File: config.mk
export PLATFORM = sky130hd
export DESIGN_NAME = replicate_seq
export DESIGN_NICKNAME = d
export VERILOG_FILES = /design/src/rtl/replicate_pkg.sv /design/src/rtl/replicate_acc.sv /design/src/rtl/replicate_seq.sv
export SDC_FILE = /design/constraint.sdc
export NUM_CORES = 1
export LEC_CHECK = 0
export CAP_MARGIN = 0
export CORE_MARGIN = 10
export CORE_UTILIZATION = 45
export CTS_CLUSTER_SIZE = 40
export DETAILED_ROUTE_END_ITERATION = 8
export PLACE_DENSITY = 0.78
export SYNTH_ARGS = -nofsm -noshare
export SYNTH_HDL_FRONTEND = slang
export SYNTH_HIERARCHICAL = 1
export SYNTH_SLANG_ARGS = --single-unit
File: constraint.sdc
create_clock -name clk -period 2.8 [get_ports clk]
set_input_delay 0.56 -clock clk [delete_from_list [all_inputs] [get_ports clk]]
set_output_delay 0.56 -clock clk [all_outputs]
set_load 0.03 [all_outputs]
File: src/rtl/replicate_pkg.sv
// Shared definitions for the replicate_seq block: FSM state encoding and
// the ceiling-log2 helper used to size count fields.
package replicate_pkg;

  typedef enum logic [1:0] {
    IDLE  = 2'd0,
    BUILD = 2'd1,
    HOLD  = 2'd2
  } state_t;

  // Number of bits needed to hold values 0 .. v-1 (minimum 1).
  function automatic int clog2(input int v);
    int r;
    r = 0;
    while ((1 << r) < v) r++;
    return (r < 1) ? 1 : r;
  endfunction

endpackage

File: src/rtl/replicate_acc.sv
// Shift-accumulate datapath: each shift pushes one element into the low end,
// older copies move up; clear empties the register before a new result.
module replicate_acc #(
  parameter int W  = 8,
  parameter int OW = 32
) (
  input  logic          clk,
  input  logic          rst_n,
  input  logic          clear,
  input  logic          shift,
  input  logic [W-1:0]  element,
  output logic [OW-1:0] acc
);

  logic [OW-1:0] elem_ext;

  always_comb begin
    elem_ext = '0;
    elem_ext[W-1:0] = element;
  end

  always_ff @(posedge clk) begin
    if (!rst_n) begin
      acc <= '0;
    end else if (clear) begin
      acc <= '0;
    end else if (shift) begin
      acc <= (acc << W) | elem_ext;
    end
  end

endmodule

File: src/rtl/replicate_seq.sv
// Replicates one W-bit element n times (n saturated to MAX_REP) into a
// zero-extended OW-bit result, one copy per cycle, with valid/ready on both sides.
module replicate_seq
  import replicate_pkg::*;
#(
  parameter int W       = 8,
  parameter int MAX_REP = 4,
  localparam int CW     = clog2(MAX_REP + 1),
  localparam int OW     = W * MAX_REP
) (
  input  logic          clk,
  input  logic          rst_n,
  input  logic          in_valid,
  output logic          in_ready,
  input  logic [W-1:0]  in_data,
  input  logic [CW-1:0] in_count,
  output logic          out_valid,
  input  logic          out_ready,
  output logic [OW-1:0] out_data,
  output logic [CW-1:0] out_count,
  output logic          out_sat,
  output state_t        dbg_state
);

  // Handshakes: a transfer happens on a rising edge where valid && ready.
  // in_ready is high only in IDLE, out_valid only in HOLD; the requester
  // keeps in_valid/in_data/in_count stable until it sees the transfer.

  localparam logic [CW-1:0] MAX_C = CW'(MAX_REP);

  state_t        state;
  logic [W-1:0]  element;
  logic [CW-1:0] remaining;
  logic [CW-1:0] eff_count;
  logic          accept;
  logic          shift;

  assign accept    = (state == IDLE) && in_valid;
  assign shift     = (state == BUILD);
  assign eff_count = (in_count > MAX_C) ? MAX_C : in_count;

  assign in_ready  = (state == IDLE);
  assign out_valid = (state == HOLD);
  assign dbg_state = state;

  always_ff @(posedge clk) begin
    if (!rst_n) begin
      state     <= IDLE;
      element   <= '0;
      remaining <= '0;
      out_count <= '0;
      out_sat   <= 1'b0;
    end else begin
      case (state)
        IDLE: begin
          if (in_valid) begin
            element   <= in_data;
            out_count <= eff_count;
            out_sat   <= (in_count > MAX_C);
            remaining <= eff_count;
            state     <= (eff_count == '0) ? HOLD : BUILD;
          end
        end
        BUILD: begin
          remaining <= remaining - CW'(1);
          if (remaining == CW'(1)) state <= HOLD;
        end
        HOLD: begin
          if (out_ready) state <= IDLE;
        end
        default: state <= IDLE;
      endcase
    end
  end

  // The accept edge clears the accumulator; BUILD edges append the latched copy.
  replicate_acc #(
    .W  (W),
    .OW (OW)
  ) u_acc (
    .clk     (clk),
    .rst_n   (rst_n),
    .clear   (accept),
    .shift   (shift),
    .element (element),
    .acc     (out_data)
  );

endmodule

==> impl_metrics.csv <==
group,metric,value,unit
detailed_routing,dr.pass1.iters,4,
detailed_routing,drt_iter0_markers,100,
yosys,synthXorXnorAreaFrac,0,%
placed_design,dp_slack,0.4303,ns
power_and_ir_drop,p_leak,0.9288,nW
cts,clk_path_buf_depth,2,
timing,clock_skew,0.001572,ns
final_layout,drive_gt1_share,5.668,%
global_routing,grt.overflow.total,0,
floorplanning,ios,55,
yosys,synth.top_cells.by_count,"dfxtp_1, nor2_1, mux2i_1",
yosys,synthAdderAreaFrac,1.307,%
yosys,ys_ff_latch,49,
power_and_ir_drop,p_clk_share,29.8,%
cts,htree_num_levels,2,
cts,clock-root-buffer,"clkbuf_8",
power_and_ir_drop,power.switching,0.0003504,W
detailed_routing,wl_met3,378,um
setup_path,cpPeakStageDelay,0.68,ns
timing,setup_tns,0,ns
power_and_ir_drop,seq_power_share,54.3,%
setup_path,cp.required,2.24,ns
yosys,syn_area,1914,um2
yosys,seq_area_frac_synth,51.24,%
yosys,synth_edf_count,0,
floorplanning,rows,23,
floorplanning,initial_core_util,47.18,%
timing,rsz0062_at_grt,"no",
cts,post_cts_resized,0,
cts,cts_setup_buffers,0,
timing,setup_viol,0,
setup_path,arrival,1.76,ns
yosys,synth_compound_area_share,6.797,%
detailed_routing,vias,1471,
placed_design,post-dp-hpwl,2993,um
final_layout,post_layout_nonfiller_instances,297,
yosys,synth_ff_type,"dfxtp_1",
global_routing,grt_pass1_wl,6920,um
setup_path,crit_path_start_kind,"flop",
cts,cts_tree,"done",
min_path,hp-start,"out_sat",
setup_path,crit_chain,"nor2b_1, clkdlybuf4s50_1",
floorplanning,die-area,7263,um2
timing,final_max_slew_viol_count,0,
timing,relSlewSlack,62.88,%
cts,clkTransAtPathRegs,0.08,ns
placed_design,dp.cells,290,
yosys,synth_most_common_cell,"dfxtp_1",
outcome,status,"finished, final reports clean",
yosys,synth_area_per_cell,9.767,um2
detailed_routing,via_per_inst,4.953,
yosys,synthCells,196,
timing,period_needed,2.317,ns
timing,hold_slack,0.4568,ns
min_path,holdCritPathClass,"flop to flop",
global_routing,grt_usage,11.46,%
cts,cts_num_sinks,49,
flow_run,maxCapViolCount,0,
setup_path,worstReg2RegStart,"dbg_state[1]",
power_and_ir_drop,power.density,541.8,nW/um2
global_routing,grt_max_degree,35,
yosys,syn_nets,213,
floorplanning,die_w,85.23,um
global_routing,grt_antenna_before_repair,0,
setup_path,slowest_stage,"clkdlybuf4s50_1",
setup_path,r2r_end,"u_acc/acc[26]",
setup_path,path_class,"flop to output port",
yosys,yosysTopAreaCellShare,51.24,%
final_layout,nNetsFinal,264,
timing,hold_viol_final,0,
yosys,muxShareOfSynthArea,18.37,%
detailed_routing,dr_wl_met2,1932,um
setup_path,cp_max_fo,13,
setup_path,worst_setup_path_end_kind,"output port",
yosys,ys_top_cells_by_area,"dfxtp_1, mux2i_1, nor2_1",
detailed_routing,met1_length,1790,um
yosys,synthSimpleGateAreaFrac,15.36,%
detailed_routing,drc,0,
yosys,synth_top_family_by_area,"multiplexers",
placed_design,gp_congestion,0.7438,
detailed_routing,drtAntennaViolNets,0,
power_and_ir_drop,p_sw_share,25.67,%
floorplanning,die_y,85.23,um
yosys,yosysTopAreaCell,"dfxtp_1",
yosys,synth_cell_types,28,
final_layout,area_delta_synth_final,31.63,%
yosys,ys_warn_count,6,
floorplanning,core,4058,um2
power_and_ir_drop,irDropWorstVdd,0.0003166,V
detailed_routing,top_layer,"met4",
power_and_ir_drop,pwr-share-comb,15.9,%
power_and_ir_drop,p_int,0.001015,W
timing,fmax,431.7,MHz
cts,clkLatencyLatePin,0.29,ns
timing,tightest_slew,0.5568,ns
timing,fin_ws,0.4834,ns
detailed_routing,wl_per_cell,14.03,um
min_path,whs_path_depth,2,
yosys,synthArstFlopShare,0,%
cts,numCtsBuffers,5,
global_routing,grt_pass1_vias,1376,
setup_path,reg2reg_setup_slack,1.04,ns
placed_design,io_buffer_count,54,
setup_path,worstRegToRegCells,5,
min_path,hold_end,"out_sat",
final_layout,diodes,0,
final_layout,final_core_util,62.10,%
cts,holdBufCountCts,0,
timing,timing.final.crit_share,82.73,%
detailed_routing,drt-total-wl,4168,um
registers in the layout (all words and copies together), names as in the netlist:
register	count
dbg_state	2
element	8
out_count	3
out_sat	1
remaining	3
u_acc/acc	32
through the flow:
step | power (W) | area (um2)
floorplan | 0.0009289 | 1914
global placement | 0.0009740 | 2434
detailed placement | 0.0009769 | 2434
CTS | 0.001377 | 2520
global route | 0.001430 | 2520
finish | 0.001365 | 2520
layout by cell type, fill, tap and decap left out, types with 2 or more instances in the layout:
cell type / instances
dfxtp_1: 49
nand2_1: 23
nor2_1: 37
a21oi_1: 14
ha_1: 2
buf_4: 3
inv_1: 4
or3_1: 2
clkbuf_8: 6
clkdlybuf4s50_1: 54
o21ai_0: 3
mux2i_1: 34
how the worst max path moves through the flow:
stage | startpoint | endpoint
after global routing | dbg_state[1] | out_valid
final | dbg_state[1] | out_valid
after global placement | in_valid | u_acc/acc[28]
after detailed placement | in_valid | u_acc/acc[26]
after CTS | dbg_state[1] | out_valid
after floorplan | dbg_state[1] | out_valid
layer usage:
metal	vias to the layer above	track usage [%]
li1	752	-
met1	673	13.02
met2	39	17.57
met3	7	5.927
met4	0	4.940
met5	-	0
power by group through the flow:
stage / logic, W / registers, W / clock network, W
finish: 0.000217 / 0.000742 / 0.000407
detailed placement: 0.000218 / 0.000759 / 0
floorplan: 0.000163 / 0.000766 / 0
global route: 0.000237 / 0.000745 / 0.000448
CTS: 0.000219 / 0.000742 / 0.000416
global placement: 0.000216 / 0.000758 / 0
logic make-up after synthesis:
family          Yosys count
compound gates           22
fa+ha+maj                 2
buf+inv                  18
flops                    49
mux                      35
simple gates             70
worst max-delay path: cells and delay by family (launching register included):
family        cells  cell delay (ns)
simple gates      1             0.18
flops             1             0.60
buf+inv           1             0.68
area by class of cell:
| class | count | area, um2 |
|---|---|---|
| repair buffers | 57 | 563.0 |
| flip-flops and latches | 49 | 980.9 |
| fillers | 361 | 1538 |
| clock buffers | 7 | 86.33 |
| multi-input cells | 129 | 808.3 |
| well taps | 50 | 62.56 |
| inverters | 5 | 18.77 |
Power figures use the tool's default switching activity.
==> patch 1, RTL diff (config.mk and constraints unchanged) <==
Make the reset (`rst_n`) asynchronous in 2 clocked blocks.
--- a/src/rtl/replicate_acc.sv
+++ b/src/rtl/replicate_acc.sv
@@ -19,7 +19,7 @@
     elem_ext[W-1:0] = element;
   end
 
-  always_ff @(posedge clk) begin
+  always_ff @(posedge clk or negedge rst_n) begin
     if (!rst_n) begin
       acc <= '0;
     end else if (clear) begin
--- a/src/rtl/replicate_seq.sv
+++ b/src/rtl/replicate_seq.sv
@@ -43,7 +43,7 @@
   assign out_valid = (state == HOLD);
   assign dbg_state = state;
 
-  always_ff @(posedge clk) begin
+  always_ff @(posedge clk or negedge rst_n) begin
     if (!rst_n) begin
       state     <= IDLE;
       element   <= '0;
Formal check against the unedited RTL: differs if rst_n is asserted again (counterexample within 4 cycles, from zero or initial values and one cycle with rst_n low); with rst_n held inactive, the same outputs for 10 cycles.
==> patch 1 against the original RTL <==
Sequential cell count unchanged; synthesized area rose by 13%; setup slack worse by 110 ps; design area up 9.6%; wire length rose by 2.4%; worst hold slack lost 250 ps; highest routed layer unchanged.
Power is not compared: it rests on default switching activity, and its combinational part moved more than twofold at a synthesized area within 25%.
==> patch 1: results (changes against the original RTL) <==
| Metric | Value |
|---|---|
| Synth cell types | 25 (-11%) |
| Routability cong. | 0.757 (+1.7%) |
| HP Class | input pin to asynchronous set/reset pin |
| Vias in the first global route | 1398 (+1.6%) |
| Register area share after synthesis | 0.569 (+0.0564) |
| Crit-path max FO | 10 (-3) |
| Post-Route WL | 4270 µm (+2.4%) |
| HPWL after detailed placement | 3120 µm (+4.3%) |
| Layout Skew | 7.20 ps (+5.62 ps) |
| Fraction of layout cells with a size suffix above 1 | 0.0952 (+0.0386) |
| Max_slew headroom | 0.642 (+0.0130) |
| Mapped Nets | 192 (-9.9%) |
| Synthesized-area fraction occupied by adder cells | 0.0116 (-0.00146) |
| Fraction of synthesized area in multiplexers | 0.205 (+0.0218) |
| Most used DFF post-synth | dfrtp_1 |
| Top cells by count, synth | dfrtp_1, mux2i_1, nor2_1 |
| Reg2reg start | dbg_state[1]$_DFFE_PN0P_ |
| Nets | 247 (-6.4%) |
| Starting DRT DRC Count | 59 (-41%) |
| Final hold slack | 211 ps (-246 ps) |
| Filler instances | 405 (+12%) |
| Ys async rst share | 1.00 (+1.00) |
| R2r endpoint | u_acc/acc[30]$_DFFE_PN0P_ |
| Critical Path AT | 1870 ps (+110 ps) |
| Status | finished clean |
| First-pass GRT wire length | 7070 µm (+2.1%) |
| Synth Area in Compound Gates | 0.0453 (-0.0227) |
| Synth top area cells | dfrtp_1, mux2i_1, nor2_1, mux2_2, buf_12 |
## patch 1: cell types whose count changed after synthesis, sizes merged, moves of 5 or more
cell    change
dfrtp      +49
dfxtp      -49
nand2      -19
a21oi      -10
mux2        +8
nand2b      +5
nor2        -5
## patch 1: per-layer routing
metal,vias up,track usage,share of wire
met2,43,0.163,0.45
met3,4,0.0428,0.081
met1,670,0.149,0.46
met4,0,0.0347,0.0077
li1,704,-,-
met5,-,0,0
## patch 1: worst max path at each step
stage | from | to | slack (ps)
after global routing | dbg_state[0]$_DFFE_PN0P_ | in_ready | 260
after detailed placement | in_valid | element[4]$_DFFE_PN0P_ | 460
final | dbg_state[0]$_DFFE_PN0P_ | in_ready | 370
after CTS | dbg_state[0]$_DFFE_PN0P_ | in_ready | 350
after global placement | in_valid | element[5]$_DFFE_PN0P_ | 500
after floorplan | dbg_state[1]$_DFFE_PN0P_ | out_valid | 940
## patch 1: final cells by class
cell class                      count  area [µm²]  area share
Inverter                            6        22.5     0.00815
Clock buffer                        6        72.6      0.0263
Sequential cell                    49        1230       0.444
Clock inverter                      2        10.0     0.00362
Tap cell                           54        67.6      0.0245
Multi-Input combinational cell    110         798       0.289
Timing Repair Buffer               58         566       0.205
## patch 1: power groups by stage
stage                     Clock (mW)  Sequential [mW]  Combinational [mW]
after floorplan                    0             1.65               0.868
after global placement             0             1.26                1.81
after detailed placement           0             1.27                1.84
after CTS                      0.402             1.26                1.85
after global routing           0.436             1.30                1.96
final                          0.391             1.25                1.82
## patch 1: logic make-up after synthesis
kind of cell             count (synthesis)
flip-flops                              49
AND/OR/NAND/NOR                         50
multiplexers                            42
buffers and inverters                   16
adder cells (fa/ha/maj)                  2
AO/OA/AOI/OAI                           16
## patch 1: worst max-delay path, stage by stage, from the launching register on
cell and delay [ps]:
dfrtp_1 490, or2_2 360, inv_1 60, clkdlybuf4s50_1 670
## patch 1: through the flow
step	std cells	area (µm²)
floorplan	175	2160
global placement	277	2680
detailed placement	277	2680
CTS	285	2760
global route	285	2760
finish	285	2760
==> patch 2, RTL diff (config.mk and constraints unchanged) <==
Without the edit above. `W` is set to 8 in 2 places; all go to 6.
--- a/src/rtl/replicate_acc.sv
+++ b/src/rtl/replicate_acc.sv
@@ -1,7 +1,7 @@
 // Shift-accumulate datapath: each shift pushes one element into the low end,
 // older copies move up; clear empties the register before a new result.
 module replicate_acc #(
-  parameter int W  = 8,
+  parameter int W  = 6,
   parameter int OW = 32
 ) (
   input  logic          clk,
--- a/src/rtl/replicate_seq.sv
+++ b/src/rtl/replicate_seq.sv
@@ -3,7 +3,7 @@
 module replicate_seq
   import replicate_pkg::*;
 #(
-  parameter int W       = 8,
+  parameter int W       = 6,
   parameter int MAX_REP = 4,
   localparam int CW     = clog2(MAX_REP + 1),
   localparam int OW     = W * MAX_REP
Interface: changed (resized in_data and out_data); port bits go from 55 to 45. No check against the original RTL was run, so the function may have changed too.
==> patch 2 against the original RTL <==
Total power down 14%; synthesized area down 16%; critical path depth unchanged; clock skew up 4.7 ps; sequential power down 19%; setup slack worse by 25 ps; design area down 17%; clock power down 7.9%; wire length down 17%; sequential cell count down 10; highest routed layer unchanged.
==> patch 2: results (changes against the original RTL) <==
| Metric | Value |
|---|---|
| Fraction of layout cells with a size suffix above 1 | 0.0680 (+0.0113) |
| Wire per inst | 13.8 µm (-2.0%) |
| HPWL after detailed placement | 2630 µm (-12%) |
| Register area share after synthesis | 0.487 (-0.0249) |
| Endpoint, Worst Hold | out_count[1]$_SDFFE_PN0P_ |
| Top Registers | u_acc/acc: 24 flops, element: 6 flops |
| Total Routing Usage GR | 0.116 (+0.00128) |
| Pwr Total | 1.18 mW (-14%) |
| WHS Path Cells | 2 (unchanged) |
| Starting DRT DRC Count | 47 (-53%) |
| Nets | 220 (-17%) |
| Buffer type at the clock tree root | clkbuf_4 |
| Status | finished clean |
| Syn avg cell area | 9.89 µm² (+1.2%) |
| Final hold slack | 471 ps (+14.5 ps) |
| Synth Area in Compound Gates | 0.105 (+0.0375) |
| Critical Path AT | 1780 ps (+20 ps) |
| DP Cell Count | 244 (-16%) |
| Peak supply drop | 0.262 mV (-17%) |
| Largest net degree at the start of global routing | 25 (-29%) |
| Clock slew at reported path FFs | 110 ps (+30 ps) |
| R2r endpoint | u_acc/acc[11]$_SDFFE_PP0P_ |
| Worst Hold Launch | out_count[1]$_SDFFE_PN0P_ |
| Final cell count without fillers | 252 (-15%) |
| Clk Latency, worst-skew pair | 350 ps (+60 ps) |
| Final min period | 2340 ps (+24.8 ps) |
| Routability cong. | 0.797 (+7.1%) |
| Mapped Nets | 177 (-17%) |
| Layout Skew | 6.25 ps (+4.68 ps) |
| Leakage | 0.769 nW (-17%) |
| IO buf count | 44 (-19%) |
| Detailed-route vias per instance | 4.94 (-0.33%) |
| Synth cell types | 32 (+14%) |
| Top cells by count, synth | dfxtp_1, nor2_1, mux2i_1, nand2_1, a21boi_0 |
| Vias in the first global route | 1241 (-9.8%) |
| Fraction of synthesized area in multiplexers | 0.157 (-0.0266) |
| Int Power | 0.859 mW (-15%) |
| Max_slew headroom | 0.693 (+0.0643) |
| First-pass GRT wire length | 5930 µm (-14%) |
| DP Area | 2020 µm² (-17%) |
| Flop2flop setup slack | 840 ps (-200 ps) |
| Comb power | 0.202 mW (-7%) |
| Yosys top cell area share | 0.488 (-0.0249) |
[patch 2: cell count changes after synthesis, sizes merged, moves of 2 or more]
| cell | unedited run | this run |
|---|---|---|
| nand2 | 23 | 19 |
| clkbuf | 4 | 2 |
| a21boi | 0 | 11 |
| nor2 | 37 | 26 |
| mux2i | 34 | 24 |
| dfxtp | 49 | 39 |
| a21oi | 14 | 2 |
[patch 2: final cells by class]
class / instances / area [µm²]
multi-input combinational: 108 / 708
timing repair buffer: 46 / 455
clock buffer: 5 / 37.5
inverter: 5 / 18.8
fill: 282 / 1290
sequential: 39 / 781
tap: 46 / 57.6
clock inverter: 3 / 43.8
[patch 2: layer usage]
layer  GRT usage  up-vias  part of all wire
met5           0        -                 0
met4      0.0717        0             0.026
met3      0.0608        9              0.12
met2       0.163       42              0.41
met1       0.135      560              0.44
li1            -      633                 -
[patch 2: critical path, stage by stage, from the launching register on]
cell and delay [ps]:
dfxtp_1 570, nor2b_1 190, clkdlybuf4s50_1 680
